==> config.mk <==
export PLATFORM = sky130hd
export DESIGN_NAME = mem_arbiter
export DESIGN_NICKNAME = d
export VERILOG_FILES = /design/src/rtl/mem_arb_pkg.sv /design/src/rtl/mem_arb_picker.sv /design/src/rtl/mem_arbiter.sv
export SDC_FILE = /design/constraint.sdc
export NUM_CORES = 1
export LEC_CHECK = 0
export CAP_MARGIN = 20
export CELL_PAD_IN_SITES_DETAIL_PLACEMENT = 0
export CELL_PAD_IN_SITES_GLOBAL_PLACEMENT = 1
export CORE_ASPECT_RATIO = 2
export CORE_MARGIN = 10
export CORE_UTILIZATION = 30
export CTS_BUF_LIST = sky130_fd_sc_hd__clkbuf_8
export CTS_CLUSTER_SIZE = 8
export DETAILED_ROUTE_END_ITERATION = 12
export PLACE_DENSITY_LB_ADDON = 0.1
export SYNTH_ARGS = -nofsm -noshare
export SYNTH_HDL_FRONTEND = slang
export SYNTH_SLANG_ARGS = --single-unit
==> constraint.sdc <==
create_clock -name clk -period 4.85 [get_ports clk]
set_input_delay 0.485 -clock clk [delete_from_list [all_inputs] [get_ports clk]]
set_output_delay 0.485 -clock clk [all_outputs]
set_load 0.01 [all_outputs]
==> src/rtl/mem_arb_pkg.sv <==
// Shared types and limits for the two-master memory arbiter.
package mem_arb_pkg;

  localparam int CNT_W    = 4;
  localparam int WAIT_MIN = 1;
  localparam int WAIT_MAX = 15;

  typedef enum logic [1:0] {
    IDLE = 2'd0,
    BUSY = 2'd1,
    DONE = 2'd2
  } state_t;

  typedef enum logic {
    M0 = 1'b0,
    M1 = 1'b1
  } id_t;

  function automatic id_t other_id(id_t id);
    return (id == M0) ? M1 : M0;
  endfunction

endpackage

==> src/rtl/mem_arb_picker.sv <==
// Combinational winner selection between the core (m0) and the loader/debug port (m1).
// MEM_ARB_RR_EN selects round-robin on collisions; otherwise m0 always wins.
module mem_arb_picker
  import mem_arb_pkg::*;
(
  input  logic req0,
  input  logic req1,
  input  id_t  last_owner,
  output id_t  winner,
  output logic valid
);

  always_comb begin
    valid  = req0 | req1;
    winner = M0;
`ifdef MEM_ARB_RR_EN
    if (req0 && req1) begin
      winner = other_id(last_owner);
    end else if (req1) begin
      winner = M1;
    end
`else
    if (!req0 && req1) begin
      winner = M1;
    end
`endif
  end

`ifndef MEM_ARB_RR_EN
  logic unused_last_owner;
  assign unused_last_owner = last_owner;
`endif

endmodule

==> src/rtl/mem_arbiter.sv <==
// Two-master memory arbiter: one transaction at a time, fixed WAIT_CYCLES memory latency.
// Define MEM_ARB_RR_EN for round-robin on simultaneous requests; default is fixed m0 priority.
module mem_arbiter
  import mem_arb_pkg::*;
#(
  parameter int BUS_WIDTH   = 32,
  parameter int WAIT_CYCLES = 1
) (
  input  logic                 clk,
  input  logic                 rst,
  input  logic                 m0_req,
  input  logic                 m0_we,
  input  logic [BUS_WIDTH-1:0] m0_addr,
  input  logic [BUS_WIDTH-1:0] m0_wdata,
  input  logic                 m1_req,
  input  logic                 m1_we,
  input  logic [BUS_WIDTH-1:0] m1_addr,
  input  logic [BUS_WIDTH-1:0] m1_wdata,
  output logic                 m0_gnt,
  output logic                 m1_gnt,
  output logic                 m0_done,
  output logic                 m1_done,
  output logic [BUS_WIDTH-1:0] rdata,
  output logic                 mem_we,
  output logic [BUS_WIDTH-1:0] mem_addr,
  output logic [BUS_WIDTH-1:0] mem_wdata,
  input  logic [BUS_WIDTH-1:0] mem_rdata
);

  if (WAIT_CYCLES < WAIT_MIN || WAIT_CYCLES > WAIT_MAX) begin : g_bad_wait
    $error("mem_arbiter: WAIT_CYCLES=%0d outside %0d..%0d", WAIT_CYCLES, WAIT_MIN, WAIT_MAX);
  end

  localparam logic [CNT_W-1:0] CNT_LOAD = CNT_W'(WAIT_CYCLES);
  localparam logic [CNT_W-1:0] CNT_ONE  = CNT_W'(1);

  state_t           state;
  id_t              owner;
  logic             owner_we;
  logic [CNT_W-1:0] cnt;

  id_t                  win_id;
  logic                 win_vld;
  id_t                  pick_last;
  logic                 sel_we;
  logic [BUS_WIDTH-1:0] sel_addr;
  logic [BUS_WIDTH-1:0] sel_wdata;

`ifdef MEM_ARB_RR_EN
  id_t last_owner;
  assign pick_last = last_owner;
`else
  assign pick_last = M1;
`endif

  mem_arb_picker u_picker (
    .req0       (m0_req),
    .req1       (m1_req),
    .last_owner (pick_last),
    .winner     (win_id),
    .valid      (win_vld)
  );

  always_comb begin
    sel_we    = m0_we;
    sel_addr  = m0_addr;
    sel_wdata = m0_wdata;
    if (win_id == M1) begin
      sel_we    = m1_we;
      sel_addr  = m1_addr;
      sel_wdata = m1_wdata;
    end
  end

  // mem_addr/mem_wdata double as the latched request; they hold until the next grant.
  always_ff @(posedge clk) begin
    if (rst) begin
      state     <= IDLE;
      owner     <= M0;
      owner_we  <= 1'b0;
      cnt       <= '0;
      mem_addr  <= '0;
      mem_wdata <= '0;
      mem_we    <= 1'b0;
      rdata     <= '0;
      m0_gnt    <= 1'b0;
      m1_gnt    <= 1'b0;
      m0_done   <= 1'b0;
      m1_done   <= 1'b0;
`ifdef MEM_ARB_RR_EN
      last_owner <= M1;
`endif
    end else begin
      m0_gnt  <= 1'b0;
      m1_gnt  <= 1'b0;
      m0_done <= 1'b0;
      m1_done <= 1'b0;
      mem_we  <= 1'b0;
      case (state)
        IDLE: begin
          if (win_vld) begin
            owner     <= win_id;
            owner_we  <= sel_we;
            mem_addr  <= sel_addr;
            mem_wdata <= sel_wdata;
            mem_we    <= sel_we;
            cnt       <= CNT_LOAD;
            m0_gnt    <= (win_id == M0);
            m1_gnt    <= (win_id == M1);
`ifdef MEM_ARB_RR_EN
            last_owner <= win_id;
`endif
            state     <= BUSY;
          end
        end
        BUSY: begin
          cnt <= cnt - CNT_ONE;
          if (cnt == CNT_ONE) begin
            if (!owner_we) begin
              rdata <= mem_rdata;
            end
            m0_done <= (owner == M0);
            m1_done <= (owner == M1);
            state   <= DONE;
          end
        end
        DONE: begin
          state <= IDLE;
        end
        default: begin
          state <= IDLE;
        end
      endcase
    end
  end

  a_gnt_onehot: assert property (@(posedge clk) disable iff (rst) !(m0_gnt && m1_gnt));
  a_done_onehot: assert property (@(posedge clk) disable iff (rst) !(m0_done && m1_done));
  a_we_first_busy: assert property (@(posedge clk) disable iff (rst) mem_we |-> (m0_gnt || m1_gnt));
  a_done_state: assert property (@(posedge clk) disable iff (rst) (m0_done || m1_done) |-> (state == DONE));
  a_busy_cnt: assert property (@(posedge clk) disable iff (rst) (state == BUSY) |-> (cnt != '0));

endmodule
======== After elaboration in Yosys (flattened, before gate mapping) ========
Cells that the tools add are included.
storage, ports and cells
  output and inout port bits .............. 101
  memory bits (writable) .................. 0
  memories kept ........................... 0
  logic and storage cells ................. 44
  latch bits .............................. 0
  bits in read-only memories .............. 0
  input port bits ......................... 166
  flip-flop bits (word level) ............. 109
cells by class
  reduce and logical (&&, ||, !) cells .... 10
  eq/ne operators ......................... 4
  shift-type cells ........................ 0
  $add $sub $neg .......................... 1
  $lt $le $gt $ge ......................... 0
  div/mod/pow operators ................... 0
  muxes and demuxes ....................... 9
  bitwise logic cells ..................... 8
  multipliers ............................. 0
operators with widths
  operator                                               count
  two-way mux 32 bit                                     2
  case mux 4 bit (2 select lines)                        1
  inverter 1 bit                                         7
  AND reduction 2 bit                                    3
  OR reduction 3 bit                                     2
  equality test 4 x 1 -> 1 bit, second input constant    1
  two-way mux 2 bit                                      2
  two-way mux 4 bit                                      1
  case mux 2 bit (2 select lines)                        1
  subtractor 4 x 1 -> 4 bit, second input constant       1
  AND reduction 3 bit                                    1
  equality test 2 x 1 -> 1 bit, second input constant    1
  logical NOT 2 bit                                      1
  two-way mux 1 bit                                      2
  inequality test 2 x 1 -> 1 bit, second input constant  1
  inequality test 2 bit, second input constant           1
  nonzero test 2 bit                                     1
  logical AND 1 bit                                      1
  logical NOT 1 bit                                      1
  OR 1 bit                                               1

======== Depth between registers and ports, before layout ========
Gate-level depths: netlist of the first run.
  depth after elaboration ................. 4
  gate-level depth with buffers ........... 6
  depth with buffers taken out ............ 5

======== By module ========
A second synthesis of the first run with hierarchy kept.
second synthesis, totals
  cell total of the unflattened synthesis .. 408
  area, all modules ....................... 4,690.7 um2
modules (own cells, without submodules)
  module          cells each  sequential area each (um2)  instances  area each (um2)
  mem_arbiter     406         2,182.1                     1          4,678.2
  mem_arb_picker  2           0.0                         1          12.5

======== Worst setup path after synthesis of the first run ========
No wires, ideal clock.
  path kind ............................... register -> register
  start point ............................. register cnt[0]
  end point ............................... register rdata[0]
  library setup time ...................... 0.072 ns
  data required time ...................... 4.778 ns
  period minus slack after synthesis ...... 1.660 ns
  arrival time ............................ 1.589 ns
  path buffers ............................ 1
  stages on the path, launching flop included .. 6
  setup slack ............................. 3.190 ns
  cell sequence ........................... dfxtp_1 ha_1 or3b_4 nor3_4 buf_8 mux2i_1
on the way
  longest elaborated chain between the ends .. 2
RTL lines
  element                        RTL line            source
  start, declared                mem_arbiter.sv:40   logic [CNT_W-1:0] cnt;
  start signal, assigned         mem_arbiter.sv:117  cnt <= cnt - CNT_ONE;
  equality test 4 x 1 -> 1 bit   mem_arbiter.sv:118  if (cnt == CNT_ONE) begin
  AND reduction 3 bit (no line)  n/a
  end signal, assigned           mem_arbiter.sv:120  rdata <= mem_rdata;
  end, declared                  mem_arbiter.sv:23   output logic [BUS_WIDTH-1:0] rdata,
No other way between the ends.
A chain may end at the register's enable or synchronous reset.

======== Worst setup path in the final report of the first run ========
  start point ............................. input m0_req
  end point ............................... register mem_wdata[7]
on the way
  longest elaborated chain between the ends .. 4
  elaborated cells on any way between the ends .. 6
  those cells by class .................... 2 x mux; 1 x bitwise; 3 x reduce/logical
RTL lines
  element               RTL line              source
  start, declared       mem_arbiter.sv:11     input logic m0_req,
  logical NOT 1 bit     mem_arb_picker.sv:23  if (!req0 && req1) begin
  logical AND 1 bit     mem_arb_picker.sv:23
  two-way mux 1 bit     mem_arb_picker.sv:23
  two-way mux 32 bit    mem_arbiter.sv:68     if (win_id == M1) begin
  end signal, assigned  mem_arbiter.sv:105    mem_wdata <= sel_wdata;
  end, declared         mem_arbiter.sv:26     output logic [BUS_WIDTH-1:0] mem_wdata,
Parallel ways exist; a longest one is shown, timed or not.

==> summary.md, run 1 <==
| Metric | Value |
|---|---|
| RR Endpoint | `mem_wdata[7]` |
| # DRC | `0` |
| Post-synth EDFFs | `0` |
| GRT Util Overall | `16.5%` |
| DP Area | `7550 um2` |
| Logic pwr share | `30.8%` |
| Hold path depth | `1` |
| Leading area contributor after synthesis | `dfxtp_1` |
| Design area | `7730 um2` |
| Root buf cell | `clkbuf_8` |
| Setup_tns | `0 ns` |
| # hold bufs at CTS | `0` |
| Pins over their slew limit | `0` |
| Die span in x | `109 um` |
| Count leader, synth | `nand2_1` |
| Synth Area in XOR/XNOR | `0.182%` |
| Top cell type's share of synthesized area | `45.4%` |
| Synth top area cells | `dfxtp_1, a311oi_1, nand2_1` |
| Post-synth ARST share | `0%` |
| Commonest cells post-synth | `nand2_1, dfxtp_1, a21oi_1` |
| Wire length per cell | `18.6 um` |
| Mapped cell area | `4800 um2` |
| Yosys Warn Count | `0` |
| Final worst slack | `2.50 ns` |
| Final-stage net count | `957` |
| CTS tree | `built` |
| TritonCTS Buffers | `9` |
| GPL Wtd Cong | `0.764` |
| Post-synthesis simple-gate area fraction | `21.4%` |
| Combinational family with the most area after synthesis | `simple AND/OR/NAND/NOR gates` |
| Peak supply drop | `0.000135 V` |
| Part of the Yosys area used for sequential elements | `45.4%` |
| Fraction of layout cells with a size suffix above 1 | `3.90%` |
| Buffer count from post-CTS setup fixing | `0` |
| Worst Reg-to-Reg Cells | `4` |
| Clk pwr share | `22.8%` |
| Clock sink count | `109` |
| Vias per std cell | `4.89` |
| Total congestion overflow | `0` |
| Flops & latches, synth | `109` |
| Setup WS pre-CTS | `2.09 ns` |
| HP Class | `register to register` |
| Clock Latency Late Sink | `0.37 ns` |
| Status | `completed` |
| H-tree depth | `3` |
| RSZ-0062 raised after global routing | `false` |
| Netlist cell types | `27` |
| Post-Layout Cell Count | `996` |
| DRT Wirelength | `18.6 mm` |
| Synth-to-layout area growth | `60.9%` |
| Crit start category | `input port` |
| Die area | `21800 um2` |
| Cell Pwr Density | `290 nW/um2` |
| Kind of critical path | `input port to register` |
| Switch share | `30.6%` |
| Initial Util | `30.4%` |
| Port bufs | `266` |
| Fin crit period | `2.35 ns` |
| Hold path start | `owner` |
| Max clock buf depth | `2` |
| Synth Area in Adders | `0.521%` |
| Core area | `15800 um2` |
| Final setup fails | `0` |
| Layout fillers | `1501` |
| Synth Area in Compound Gates | `20.0%` |
| R2R Setup Slk | `2.57 ns` |
| Crit path DAT | `2.59 ns` |
| Pin count of the biggest net entering global routing | `91` |
| Average size of a mapped cell | `8.59 um2` |
| Post-synthesis mux area share | `6.88%` |
| Primary FF master, synth | `dfxtp_1` |
| Net Count, Synth | `727` |
| Worst Skew | `0.0191 ns` |
| Cells after DPL | `979` |
| Critical Path RT | `5.09 ns` |
| Reg clk slew, reported paths | `0.10 ns` |
| Psw | `0.686 mW` |
| Final HPWL DP | `13.7 mm` |
| Sequential share of power | `46.4%` |
| Hold Vio Cnt, Final | `0` |
| Synth Instances | `559` |
| Final ANT Viol Nets | `0` |
| Min-Delay Endpoint | `m0_done` |
| Crit end category | `register` |
| Post-CTS Resized | `0` |
| Antenna violations before repair | `0` |
| Die Y | `199 um` |
| Slew @ Worst Pin | `1.03 ns` |
| Fmax | `425 MHz` |
| IO Pins | `267` |
| Row count | `65` |
| Drt pass-1 iters | `4` |
| Worst r2r src | `state[1]` |
| First-pass GRT wire length | `28.3 mm` |
| Via count | `4869` |
| CP Max Fanout | `40` |
| Relative slew slack | `30.9%` |
| Vias in the first global route | `5104` |
| Maxcap violations | `0` |
| Pint | `1.56 mW` |
| Fin crit share | `48.5%` |
| DRT iter0 DRCs | `234` |
| Leakage power | `2.78 nW` |
## metal layers
metal | wire length, um | vias to the layer above | GRT usage (%)
met1 | 6830 | 2236 | 17.6
met4 | 506 | 0 | 6.88
li1 | - | 2415 | -
met2 | 9700 | 194 | 28.8
met5 | 0 | - | 0
met3 | 1530 | 24 | 5.15
## logic make-up after synthesis
family	count (synthesis)
xor gates and xnor gates	1
DFF	109
and+or+nand+nor	217
buffers and inverters	56
muxes	33
AOI/OAI and AO/OA	141
adders and majority gates	2
## how the worst max path moves through the flow
stage,start,end,slack (ns),cells past startpoint
after floorplan,cnt[0],rdata[0],3.19,5
after global placement,m0_req,mem_wdata[6],2.07,5
after detailed placement,m0_req,mem_wdata[23],2.09,5
after CTS,m0_req,mem_wdata[7],2.50,5
after global routing,m0_req,mem_wdata[11],2.33,5
final,m0_req,mem_wdata[7],2.50,5
## state kept, by name, summed over array words and instances (netlist names)
register   flops
mem_addr      32
mem_wdata     32
rdata         32
cnt            4
state          2
m0_done        1
m0_gnt         1
m1_done        1
m1_gnt         1
mem_we         1
owner          1
owner_we       1
## stage by stage
step	util [%]	hold WS [ns]	power (mW)
floorplan	-	0.409	1.37
global placement	47.7	0.449	1.75
detailed placement	47.9	0.447	1.76
CTS	49.0	0.464	2.28
global route	49.0	0.499	2.37
finish	49.0	0.460	2.24
## cells in the final DEF (no fill, tap or decap), types with 2 or more instances in the layout
master and n:
inv_6 3, nor2_1 2, buf_4 7, nand2_1 131, dfxtp_1 109, nor3_1 4, or2_2 2, nand2b_1 67
ha_1 2, o211ai_1 2, inv_1 3, nor2_4 2, mux2i_1 33, clkinv_2 2, a21oi_1 71, or3_1 2
clkdlybuf4s50_1 265, clkbuf_8 9, a311oi_1 64
## critical path, stage by stage
cell and delay (ns):
clkdlybuf4s50_1 0.57, nor2_1 0.14, nor2_4 0.79, buf_4 0.45, a311oi_1 0.14
## final cells by class
cell class | count | area (um2) | area share [%]
multi-input cells | 394 | 2380 | 30.8
diodes | 1 | 2.50 | 0.0324
clock buffers | 9 | 124 | 1.60
repair buffers | 273 | 2730 | 35.4
flip-flops and latches | 109 | 2180 | 28.2
inverters | 2 | 7.51 | 0.0972
clock inverters | 7 | 47.5 | 0.615
well taps | 201 | 251 | 3.25
## power by group through the flow
stage	Clock, mW	Combinational [mW]	Sequential (mW)
after floorplan	0	0.269	1.10
after global placement	0	0.693	1.06
after detailed placement	0	0.700	1.06
after CTS	0.540	0.701	1.04
after global routing	0.564	0.749	1.05
final	0.511	0.689	1.04
Power figures use the tool's default switching activity.
==> inputs of run 2 (changes only) <==
--- a/config.mk
+++ b/config.mk
@@ -10,7 +10,7 @@
 export CELL_PAD_IN_SITES_GLOBAL_PLACEMENT = 1
 export CORE_ASPECT_RATIO = 2
 export CORE_MARGIN = 10
-export CORE_UTILIZATION = 30
+export CORE_UTILIZATION = 28
 export CTS_BUF_LIST = sky130_fd_sc_hd__clkbuf_8
 export CTS_CLUSTER_SIZE = 8
 export DETAILED_ROUTE_END_ITERATION = 12
==> constraint.sdc (replaced) <==
create_clock -name clk -period 2.3 [get_ports clk]
set_input_delay 0.23 -clock clk [delete_from_list [all_inputs] [get_ports clk]]
set_output_delay 0.23 -clock clk [all_outputs]
set_load 0.01 [all_outputs]
==> summary.md, run 2 (same netlist as run 1, synthesis figures left out) <==
| Metric | Value |
|---|---|
| RR Endpoint | `mem_addr[1]` |
| CP Max Fanout | `35` |
| GRT Util Overall | `15.8%` |
| # hold bufs at CTS | `0` |
| Post-CTS Resized | `0` |
| Pins over their slew limit | `0` |
| Port bufs | `266` |
| Worst Reg-to-Reg Cells | `4` |
| Status | `completed` |
| Fraction of layout cells with a size suffix above 1 | `4.75%` |
| IO Pins | `267` |
| Leakage power | `2.84 nW` |
| GPL Wtd Cong | `0.734` |
| Hold path start | `rst` |
| HP Class | `input port to register` |
| Die Y | `205 um` |
| Fin crit period | `1.88 ns` |
| Final ANT Viol Nets | `0` |
| # DRC | `0` |
| Final setup fails | `0` |
| Peak supply drop | `0.000282 V` |
| Relative slew slack | `50.9%` |
| Worst r2r src | `state[1]` |
| RSZ-0062 raised after global routing | `false` |
| Kind of critical path | `register to register` |
| Die span in x | `113 um` |
| DRT Wirelength | `19.5 mm` |
| Hold path depth | `2` |
| Vias in the first global route | `5173` |
| Maxcap violations | `0` |
| Row count | `67` |
| Commonest non-fill, non-tap cell in the layout | `clkdlybuf4s50_1` |
| CTS tree | `built` |
| Hold Slack | `0.313 ns` |
| Die area | `23100 um2` |
| Core area | `16800 um2` |
| Vias per std cell | `4.91` |
| Crit path DAT | `2.13 ns` |
| Hold Vio Cnt, Final | `0` |
| DRT iter0 DRCs | `213` |
| Pwr Total | `4.94 mW` |
| R2R Setup Slk | `0.42 ns` |
| Cells after DPL | `991` |
| Buffer count from post-CTS setup fixing | `0` |
| Min-Delay Endpoint | `state[1]` |
| H-tree depth | `3` |
| Reg clk slew, reported paths | `0.10 ns` |
| Post-Layout Cell Count | `1009` |
| Final HPWL DP | `14.5 mm` |
| Cell Pwr Density | `627 nW/um2` |
| Pin count of the biggest net entering global routing | `68` |
| Antenna violations before repair | `2` |
| Critical Path RT | `2.55 ns` |
| Final-stage net count | `963` |
| Crit end category | `register` |
| Max clock buf depth | `2` |
| Most frequent cells in the layout | `clkdlybuf4s50_1, nand2_1, dfxtp_1` |
| Setup_tns | `0 ns` |
| Clock Latency Late Sink | `0.38 ns` |
| Crit start category | `register` |
| Clock sink count | `109` |
| Largest registers | `mem_addr x32, mem_wdata x32, rdata x32` |
| First-pass GRT wire length | `29.1 mm` |
| Slew @ Worst Pin | `0.735 ns` |
| Via count | `4955` |
| Worst Skew | `0.0189 ns` |
| Fmax | `531 MHz` |
| TritonCTS Buffers | `9` |
| Total congestion overflow | `0` |
| Synth-to-layout area growth | `63.8%` |
| Setup WS pre-CTS | `0.215 ns` |
| Final worst slack | `0.417 ns` |
| Initial Util | `28.5%` |
| Wire length per cell | `19.3 um` |
| Fin crit share | `81.9%` |
| Root buf cell | `clkbuf_8` |
| Drt pass-1 iters | `4` |
run 2: worst max-delay path: stages, from the launching register on:
cell	delay, ns
dfxtp_1	0.36
or2_2	0.37
nor2_4	0.61
buf_12	0.29
a311oi_1	0.12
run 2: layout make-up:
cell class | instances | area [um2]
tap | 207 | 259
sequential | 109 | 2180
clock inverter | 7 | 80.1
multi-input combinational | 394 | 2380
inverter | 2 | 7.51
antenna | 2 | 5.00
clock buffer | 9 | 124
timing repair buffer | 279 | 2830
fill | 1606 | 8980
run 2: stage by stage:
stage	utilization [%]	area, um2
after floorplan	-	4800
after global placement	45.5	7660
after detailed placement	45.5	7660
after CTS	46.7	7870
after global routing	46.7	7870
final	46.7	7870
run 2: worst max-delay path by stage:
stage / cells past startpoint / startpoint / to
after floorplan: 5 / cnt[0] / rdata[0]
after global routing: 4 / state[1] / mem_wdata[16]
after CTS: 4 / state[1] / mem_wdata[25]
after detailed placement: 5 / m0_req / mem_wdata[26]
after global placement: 5 / m0_req / mem_wdata[18]
final: 4 / state[1] / mem_addr[1]
run 2: routing by layer:
| metal | share of wire, % | routed length (um) | vias up | GRT usage [%] |
|---|---|---|---|---|
| li1 | - | - | 2424 | - |
| met1 | 36 | 6920 | 2324 | 15.6 |
| met2 | 53 | 10400 | 182 | 28.3 |
| met3 | 8.1 | 1590 | 25 | 6.01 |
| met4 | 3.1 | 607 | 0 | 6.97 |
| met5 | 0 | 0 | - | 0 |
run 2: power breakdown:
| part | total (mW) | switching (mW) | internal [mW] |
|---|---|---|---|
| sequential | 2.20 | 0.110 | 2.09 |
| clock | 1.24 | 0.720 | 0.523 |
| combinational | 1.50 | 0.676 | 0.822 |
